File: src/rtl/psdsqrt_sched_pkg.sv
// psdsqrt_sched_pkg: shared states, defaults and clog2 for the psdsqrt scheduler
package psdsqrt_sched_pkg;
    localparam int NBITS_DEF = 16;
    localparam int NREQ_DEF  = 4;
    typedef enum logic [2:0] {IDLE, START, RUN, STOP, CAPT, RESP} state_t;
    function automatic int clog2(input int v);
        int r;
        r = 0;
        while ((1 << r) < v) r++;
        return r;
    endfunction
endpackage

File: src/rtl/psdsqrt_rr_arb.sv
// psdsqrt_rr_arb: combinational round-robin grant starting at ptr
module psdsqrt_rr_arb
    import psdsqrt_sched_pkg::*;
#(
    parameter int NREQ = NREQ_DEF,
    parameter int IDW  = clog2(NREQ)
) (
    input  logic [NREQ-1:0] req,
    input  logic [IDW-1:0]  ptr,
    output logic [NREQ-1:0] gnt,
    output logic [IDW-1:0]  gnt_id
);
    logic [IDW-1:0] idx;
    // scan downward so the requester closest above ptr is written last and wins
    always_comb begin
        gnt    = '0;
        gnt_id = '0;
        idx    = '0;
        for (int k = NREQ - 1; k >= 0; k--) begin
            idx = IDW'((int'(ptr) + k) % NREQ);
            if (req[idx]) begin
                gnt      = '0;
                gnt[idx] = 1'b1;
                gnt_id   = idx;
            end
        end
    end
endmodule

File: src/rtl/psdsqrt_sched.sv
// psdsqrt_sched: round-robin sharing of one psdsqrt unit; optional ops_done via PSDSQRT_SCHED_PERF_EN
module psdsqrt_sched
    import psdsqrt_sched_pkg::*;
#(
    parameter int NBITS = NBITS_DEF,
    parameter int NREQ  = NREQ_DEF,
    parameter int IDW   = clog2(NREQ)
) (
    input  logic                  clock,
    input  logic                  reset,
    input  logic [NREQ-1:0]       req_valid,
    input  logic [NREQ*NBITS-1:0] req_x,
    output logic [NREQ-1:0]       req_ready,
    output logic                  resp_valid,
    input  logic                  resp_ready,
    output logic [NBITS/2-1:0]    resp_sqrt,
    output logic [IDW-1:0]        resp_id,
    output logic                  busy,
    output logic                  sq_start,
    output logic                  sq_stop,
    output logic [NBITS-1:0]      sq_xin,
`ifdef PSDSQRT_SCHED_PERF_EN
    output logic [15:0]           ops_done,
`endif
    input  logic [NBITS/2-1:0]    sq_sqrt
);
    localparam int HALF = NBITS / 2;
    localparam int CW   = clog2(HALF) + 1;

    state_t         state, state_nx;
    logic [CW-1:0]  cnt;
    logic [IDW-1:0] ptr, id, gnt_id;
    logic [NREQ-1:0] gnt;
    logic           take;

    psdsqrt_rr_arb #(.NREQ(NREQ), .IDW(IDW)) u_arb (
        .req    (req_valid),
        .ptr    (ptr),
        .gnt    (gnt),
        .gnt_id (gnt_id)
    );

    assign req_ready = (state == IDLE) ? gnt : '0;
    assign busy      = state != IDLE;

    // next-state logic; take marks the accept edge
    always_comb begin
        state_nx = state;
        take     = 1'b0;
        case (state)
            IDLE:    if (|req_valid) begin
                         take     = 1'b1;
                         state_nx = START;
                     end
            START:   state_nx = RUN;
            RUN:     state_nx = (cnt == CW'(1)) ? STOP : RUN;
            STOP:    state_nx = CAPT;
            CAPT:    state_nx = RESP;
            RESP:    state_nx = resp_ready ? IDLE : RESP;
            default: state_nx = IDLE;
        endcase
    end

    // state register
    always_ff @(posedge clock) begin
        if (reset) state <= IDLE;
        else       state <= state_nx;
    end

    // datapath, counter and registered psdsqrt/response strobes
    always_ff @(posedge clock) begin
        if (reset) begin
            cnt        <= '0;
            ptr        <= '0;
            id         <= '0;
            sq_xin     <= '0;
            sq_start   <= 1'b0;
            sq_stop    <= 1'b0;
            resp_valid <= 1'b0;
            resp_sqrt  <= '0;
            resp_id    <= '0;
`ifdef PSDSQRT_SCHED_PERF_EN
            ops_done   <= '0;
`endif
        end else begin
            sq_start   <= state_nx == START;
            sq_stop    <= state_nx == STOP;
            resp_valid <= state_nx == RESP;
            cnt        <= (state == START) ? CW'(HALF) : (state == RUN) ? cnt - CW'(1) : cnt;
            if (take) begin
                sq_xin <= req_x[int'(gnt_id)*NBITS +: NBITS];
                id     <= gnt_id;
                ptr    <= IDW'((int'(gnt_id) + 1) % NREQ);
            end
            if (state == CAPT) begin
                resp_sqrt <= sq_sqrt;
                resp_id   <= id;
            end
`ifdef PSDSQRT_SCHED_PERF_EN
            if (resp_valid && resp_ready) ops_done <= ops_done + 16'd1;
`endif
        end
    end
endmodule
File: config.mk
export PLATFORM = sky130hd
export DESIGN_NAME = psdsqrt_sched
export DESIGN_NICKNAME = d
export VERILOG_FILES = /design/src/rtl/psdsqrt_sched_pkg.sv /design/src/rtl/psdsqrt_rr_arb.sv /design/src/rtl/psdsqrt_sched.sv
export SDC_FILE = /design/constraint.sdc
export NUM_CORES = 1
export LEC_CHECK = 0
export CORE_UTILIZATION = 47
export CTS_BUF_LIST = sky130_fd_sc_hd__clkbuf_16
export DETAILED_ROUTE_END_ITERATION = 7
export GPL_TIMING_DRIVEN = 0
export PLACE_DENSITY = 0.87
export SLEW_MARGIN = 10
export SYNTH_ARGS = -nofsm -noshare
export SYNTH_HDL_FRONTEND = slang
export SYNTH_SLANG_ARGS = --single-unit
export TNS_END_PERCENT = 5
File: constraint.sdc
create_clock -name clock -period 5.7 [get_ports clock]
set_input_delay 0.57 -clock clock [delete_from_list [all_inputs] [get_ports clock]]
set_output_delay 0.57 -clock clock [all_outputs]
set_load 0.01 [all_outputs]
After elaboration in Yosys (flattened, before gate mapping)

Cells that the tools add are included.
W data, S select, Z words.

Register bits: 40
Input bits: 79
Word-level logic and storage cells: 76

$add $sub $neg: 5
Magnitude comparators: 8
Equal/unequal tests: 9
Shift operators: 1
Muxes and demuxes: 33
Reductions and logical operators: 9

Operators with widths:

| kind                  | number |
|---|---|
| $shiftx A64 B7 Y16    | 1 |
| $mux W4               | 7 |
| $pmux W3 S6           | 1 |
| $lt A2 B3 Y1 const B  | 4 |
| $mux W1               | 11 |
| $eq A3 B2 Y1 const B  | 3 |
| $eq A3 B3 Y1 const B  | 3 |
| $bmux W1 S2           | 4 |
| $demux W1 S2          | 4 |
| $ge A2 B1 Y1 const B  | 4 |
| $mux W2               | 4 |
| $eq A3 B1 Y1 const B  | 2 |
| $mux W3               | 2 |
| $add A2 B1 Y2 const B | 2 |
| $add A2 B2 Y2 const B | 2 |
| $eq A4 B1 Y1 const B  | 1 |
| $logic_and A1 B1 Y1   | 4 |
| $reduce_or A4 Y1      | 1 |
| $sub A4 B1 Y4 const B | 1 |
| $logic_not A3 Y1      | 1 |
| $reduce_bool A3 Y1    | 1 |
| $reduce_bool A2 Y1    | 1 |
| $reduce_or A2 Y1      | 1 |

Logic depth before layout (Yosys ltp)

Depth in word-level cells: 10
Mapped depth: 12

Modules after synthesis

Synthesis repeated with hierarchy kept, for this count alone.

Cells, all modules: 258
Area, all modules: 2439.8 um^2

Modules (own cells, without submodules):

| module         | instances | cells an instance | area an instance (um^2) | sequential area each (um^2) |
|---|---|---|---|---|
| psdsqrt_sched  | 1         | 198               | 1949.4                  | 800.8 |
| psdsqrt_rr_arb | 1         | 60                | 490.5                   | 0.0 |

Least setup slack after synthesis

Ideal clock, no wire load.

Path kind: flip-flop to flip-flop
Start: register ptr[1]
End: register sq_xin[3]
Setup time: 0.122 ns
Arrival: 2.740 ns
Required time: 5.578 ns
Slack: 2.838 ns
Stages on the path, launching flop included: 12
Buffers on the path: 3
Period minus slack after synthesis: 2.862 ns
Cells stage by stage: dfxtp_1 -> clkbuf_1 -> inv_1 -> ha_1 -> buf_2 -> mux4_2 -> nor2b_4 -> o21ai_4 -> nand2_4 -> buf_6 -> mux2_4 -> a221o_1

Longest elaborated chain between the ends: 8

Ends and longest elaborated chain:

| what                          | RTL line             | RTL |
|---|---|---|
| from (decl)                   | psdsqrt_sched.sv:32  | `logic [IDW-1:0] ptr, id, gnt_id;` |
| from (signal assigned)        | psdsqrt_sched.sv:93  | `ptr <= IDW'((int'(gnt_id) + 1) % NREQ);` |
| $add A2 B2 Y2                 | psdsqrt_rr_arb.sv:20 | `idx = IDW'((int'(ptr) + k) % NREQ);` |
| $bmux W1 S2                   | psdsqrt_rr_arb.sv:21 | `if (req[idx]) begin` |
| $mux W1 (not written as such) | psdsqrt_rr_arb.sv:21 |  |
| $mux W2 (3 in a row)          | psdsqrt_rr_arb.sv:21 |  |
| $mux W2 (*)                   | psdsqrt_rr_arb.sv:21 |  |
| $shiftx A64 B7 Y16 (*)        | psdsqrt_sched.sv:91  | `sq_xin <= req_x[int'(gnt_id)*NBITS +: NBITS];` |
| to (signal assigned)          | psdsqrt_sched.sv:91  |  |
| to (decl)                     | psdsqrt_sched.sv:21  | `output logic [NBITS-1:0] sq_xin,` |

Every way passes the cells marked *; elsewhere a longest branch is shown, timed or not. The select of a mux whose other input is x is not followed.
A chain may end at the register's enable or synchronous reset.

Worst setup path after layout

Start: register ptr[1]
End: output port req_ready[2]

Longest elaborated chain between the ends: 10

Ends and longest elaborated chain:

| what                                                                      | RTL line             | RTL |
|---|---|---|
| $add A2 B2 Y2                                                             | psdsqrt_rr_arb.sv:20 |  |
| $lt A2 B3 Y1 (not written as such) / $ge A2 B1 Y1 (equally long branches) | psdsqrt_rr_arb.sv:23 | `gnt[idx] = 1'b1;` |
| $logic_and A1 B1 Y1 (not written as such)                                 | psdsqrt_rr_arb.sv:23 |  |
| $mux W1 (not written as such)                                             | psdsqrt_rr_arb.sv:23 |  |
| $demux W1 S2                                                              | -                    |  |
| $mux W4 (3 in a row)                                                      | psdsqrt_rr_arb.sv:21 |  |
| $mux W4 (*)                                                               | psdsqrt_rr_arb.sv:21 |  |
| $mux W4 (*)                                                               | psdsqrt_sched.sv:43  | `assign req_ready = (state == IDLE) ? gnt : '0;` |
| to (decl)                                                                 | psdsqrt_sched.sv:13  | `output logic [NREQ-1:0] req_ready,` |

Marked as above.

==> impl_metrics.json <==
{
  "outcome": "completed",
  "diodes": 0,
  "syn_nets": 415,
  "skew_ps": 6.85,
  "grt-ovfl-total": 0,
  "antenna_found_initial": 0,
  "grt_max_degree": 14,
  "slew_violations": 0,
  "core_region_area_um2": 5510,
  "postCtsSetupBuffers": 0,
  "grt_pass1_wl_um": 12900,
  "die_x_um": 77.7,
  "cts_tree": "done",
  "ios": 113,
  "yosys_warnings": 0,
  "row_count": 27,
  "irDropWorstVdd_mv": 0.263,
  "wl_um": 7980,
  "nFillCells": 404,
  "clock_latency_ps": 290,
  "crit_start": "ptr[1]$_SDFFE_PP0P_",
  "dpl.hpwl_um": 6000,
  "cts_resized": 0,
  "worstPathArrival_ps": 3360,
  "first_global_vias": 2747,
  "rsz0062_at_grt": "no",
  "seq_area_um2": 801,
  "syn-cell-area_um2": 2700,
  "dominantRegCellSynth": "dfxtp_1",
  "ys_ff_latch": 40,
  "via_per_inst": 5.59,
  "dieArea_um2": 6040,
  "clk_pin_slew_ps": 60,
  "worstMarginPinSlew_ps": 1140,
  "regToRegStartpoint": "ptr[1]$_SDFFE_PP0P_",
  "dp_slack_ps": 1990,
  "antenna_left": 0,
  "finalCritPeriodShare_pct": 69.0,
  "synth_edf_count": 0,
  "drt_iter0_markers": 125,
  "crit_required_ps": 5130,
  "path_max_fanout": 8,
  "first_pass_iters": 4,
  "finalNonFillerCells": 515,
  "final.setup.tns_ps": 0,
  "synth-async-reset-ratio_pct": 0,
  "cellPowerDensity_nw_per_um2": 464,
  "end_kind": "primary output",
  "numPortBuffers": 109,
  "min-delay-start": "resp_sqrt[5]$_SDFFE_PP0P_",
  "drive_above_1_share_pct": 8.80,
  "post-route-drc-count": 0,
  "place_inst": 507,
  "finalSetupViolations": 0,
  "finish.net_count": 531,
  "layout_commonest_cell": "clkdlybuf4s50_1",
  "clockBufferDepth": 2,
  "syn2layout_area_growth_pct": 49.1,
  "multiInputGateArea_um2": 1730,
  "hold_path_class": "flop to flop",
  "fmax_ghz": 0.254,
  "synth_cells": 326,
  "fp.dieH_um": 77.7,
  "grt_usage_pct": 26.8,
  "p_leak_nw": 1.56,
  "via_count": 2877,
  "cts_sinks": 40,
  "ctsHoldBuffers": 0,
  "synth_seq_area_share_pct": 29.7,
  "mostFrequentLayoutCells": "clkdlybuf4s50_1, nor2_1, dfxtp_1",
  "globalplace.congestion": 0.797,
  "post_drt_wl_per_cell_um": 15.5,
  "hold_viol": 0,
  "critPathLaunchType": "flop",
  "critPathKind": "flop to primary output",
  "syn_area_per_cell_um2": 8.27,
  "synth_cell_types": 44,
  "setup_ws_ps": 1770,
  "initial_core_util_pct": 49.0,
  "cts_made_buffers": 5,
  "fin_crit_ps": 3930,
  "slew-limit-headroom_pct": 23.1,
  "cts_htree_levels": 2,
  "maxCapViolations": 0,
  "clockRootBuffer": "clkbuf_16"
}
-- registers in the layout (all words and copies together), names as in the netlist, 2 cells and up --
signal / flops
resp_id: 2
state: 3
ptr: 2
cnt: 4
id: 2
sq_xin: 16
resp_sqrt: 8
-- layer usage --
metal,vias to the layer above,wire length [µm],track usage [%]
met2,97,3920,44.8
met1,1358,3490,33.1
met4,0,94,9.62
li1,1414,-,-
met3,8,471,6.94
met5,-,0,0
-- critical path, stage by stage, from the launching register on --
cell and delay [ps]:
dfxtp_1 410, clkbuf_1 290, inv_1 180, ha_1 300
buf_2 180, mux2i_1 170, a21oi_1 400, nand3_1 150
a221oi_1 280, a21oi_1 70, nor2_1 100, clkdlybuf4s50_1 550
-- through the flow --
stage	hold WS (ps)	util, %	area (µm²)	power [mW]
detailed placement	452	70.4	3880	1.58
global route	483	73.0	4020	1.99
floorplan	432	-	2700	1.19
finish	457	73.0	4020	1.87
CTS	462	73.0	4020	1.86
global placement	441	70.4	3880	1.55
-- area by class of cell --
cell class	count	area share (%)
clock inverters	3	0.467
inverters	14	1.31
repair buffers	109	27.1
well taps	72	2.24
clock buffers	5	3.11
flip-flops and latches	40	19.9
multi-input cells	249	43.0
plain buffers	23	2.80
-- worst paths after layout --
| kind | slack, ps | end | cells past startpoint |
|---|---|---|---|
| max reg2reg | 2320 | sq_xin[10]$_SDFFE_PP0P_ | 11 |
| min | 460 | resp_sqrt[5]$_SDFFE_PP0P_ | 2 |
| min reg2reg | 460 | resp_sqrt[5]$_SDFFE_PP0P_ | 2 |
| max | 1770 | req_ready[2] | 11 |
-- synthesized netlist by cell type, types with 6 or more instances --
cell type  count  area, µm²
nor2_1        44        165
dfxtp_1       40        801
a21oi_1       33        165
nand2_1       30        113
mux2i_1       20        200
inv_1         14       52.6
a2111oi_0     13        114
clkbuf_1      12       45.0
a221o_1       10        100
ha_1          10        125
o21ai_0       10       50.1
buf_2          9       45.0
nand3_1        9       45.0
mux2_2         7       78.8
nor3_1         6       30.0
-- kinds of logic (layout without fill, tap and decap cells) --
kind of cell	after synthesis	after routing	share of synthesized area, %
AOI/OAI and AO/OA	90	90	23.7
xor gates and xnor gates	3	3	0.975
adders and majority gates	10	10	4.64
buffers and inverters	37	154	6.12
DFF	40	40	29.7
muxes	34	34	15.1
and+or+nand+nor	112	112	19.8
-- power breakdown --
| group | total (mW) | leakage (nW) | switching, mW | internal [mW] |
|---|---|---|---|---|
| sequential | 0.420 | 0.328 | 0.0535 | 0.366 |
| clock | 0.278 | 0.0635 | 0.117 | 0.161 |
| combinational | 1.17 | 1.17 | 0.609 | 0.559 |
No activity file was read; power rests on OpenSTA's default activity.
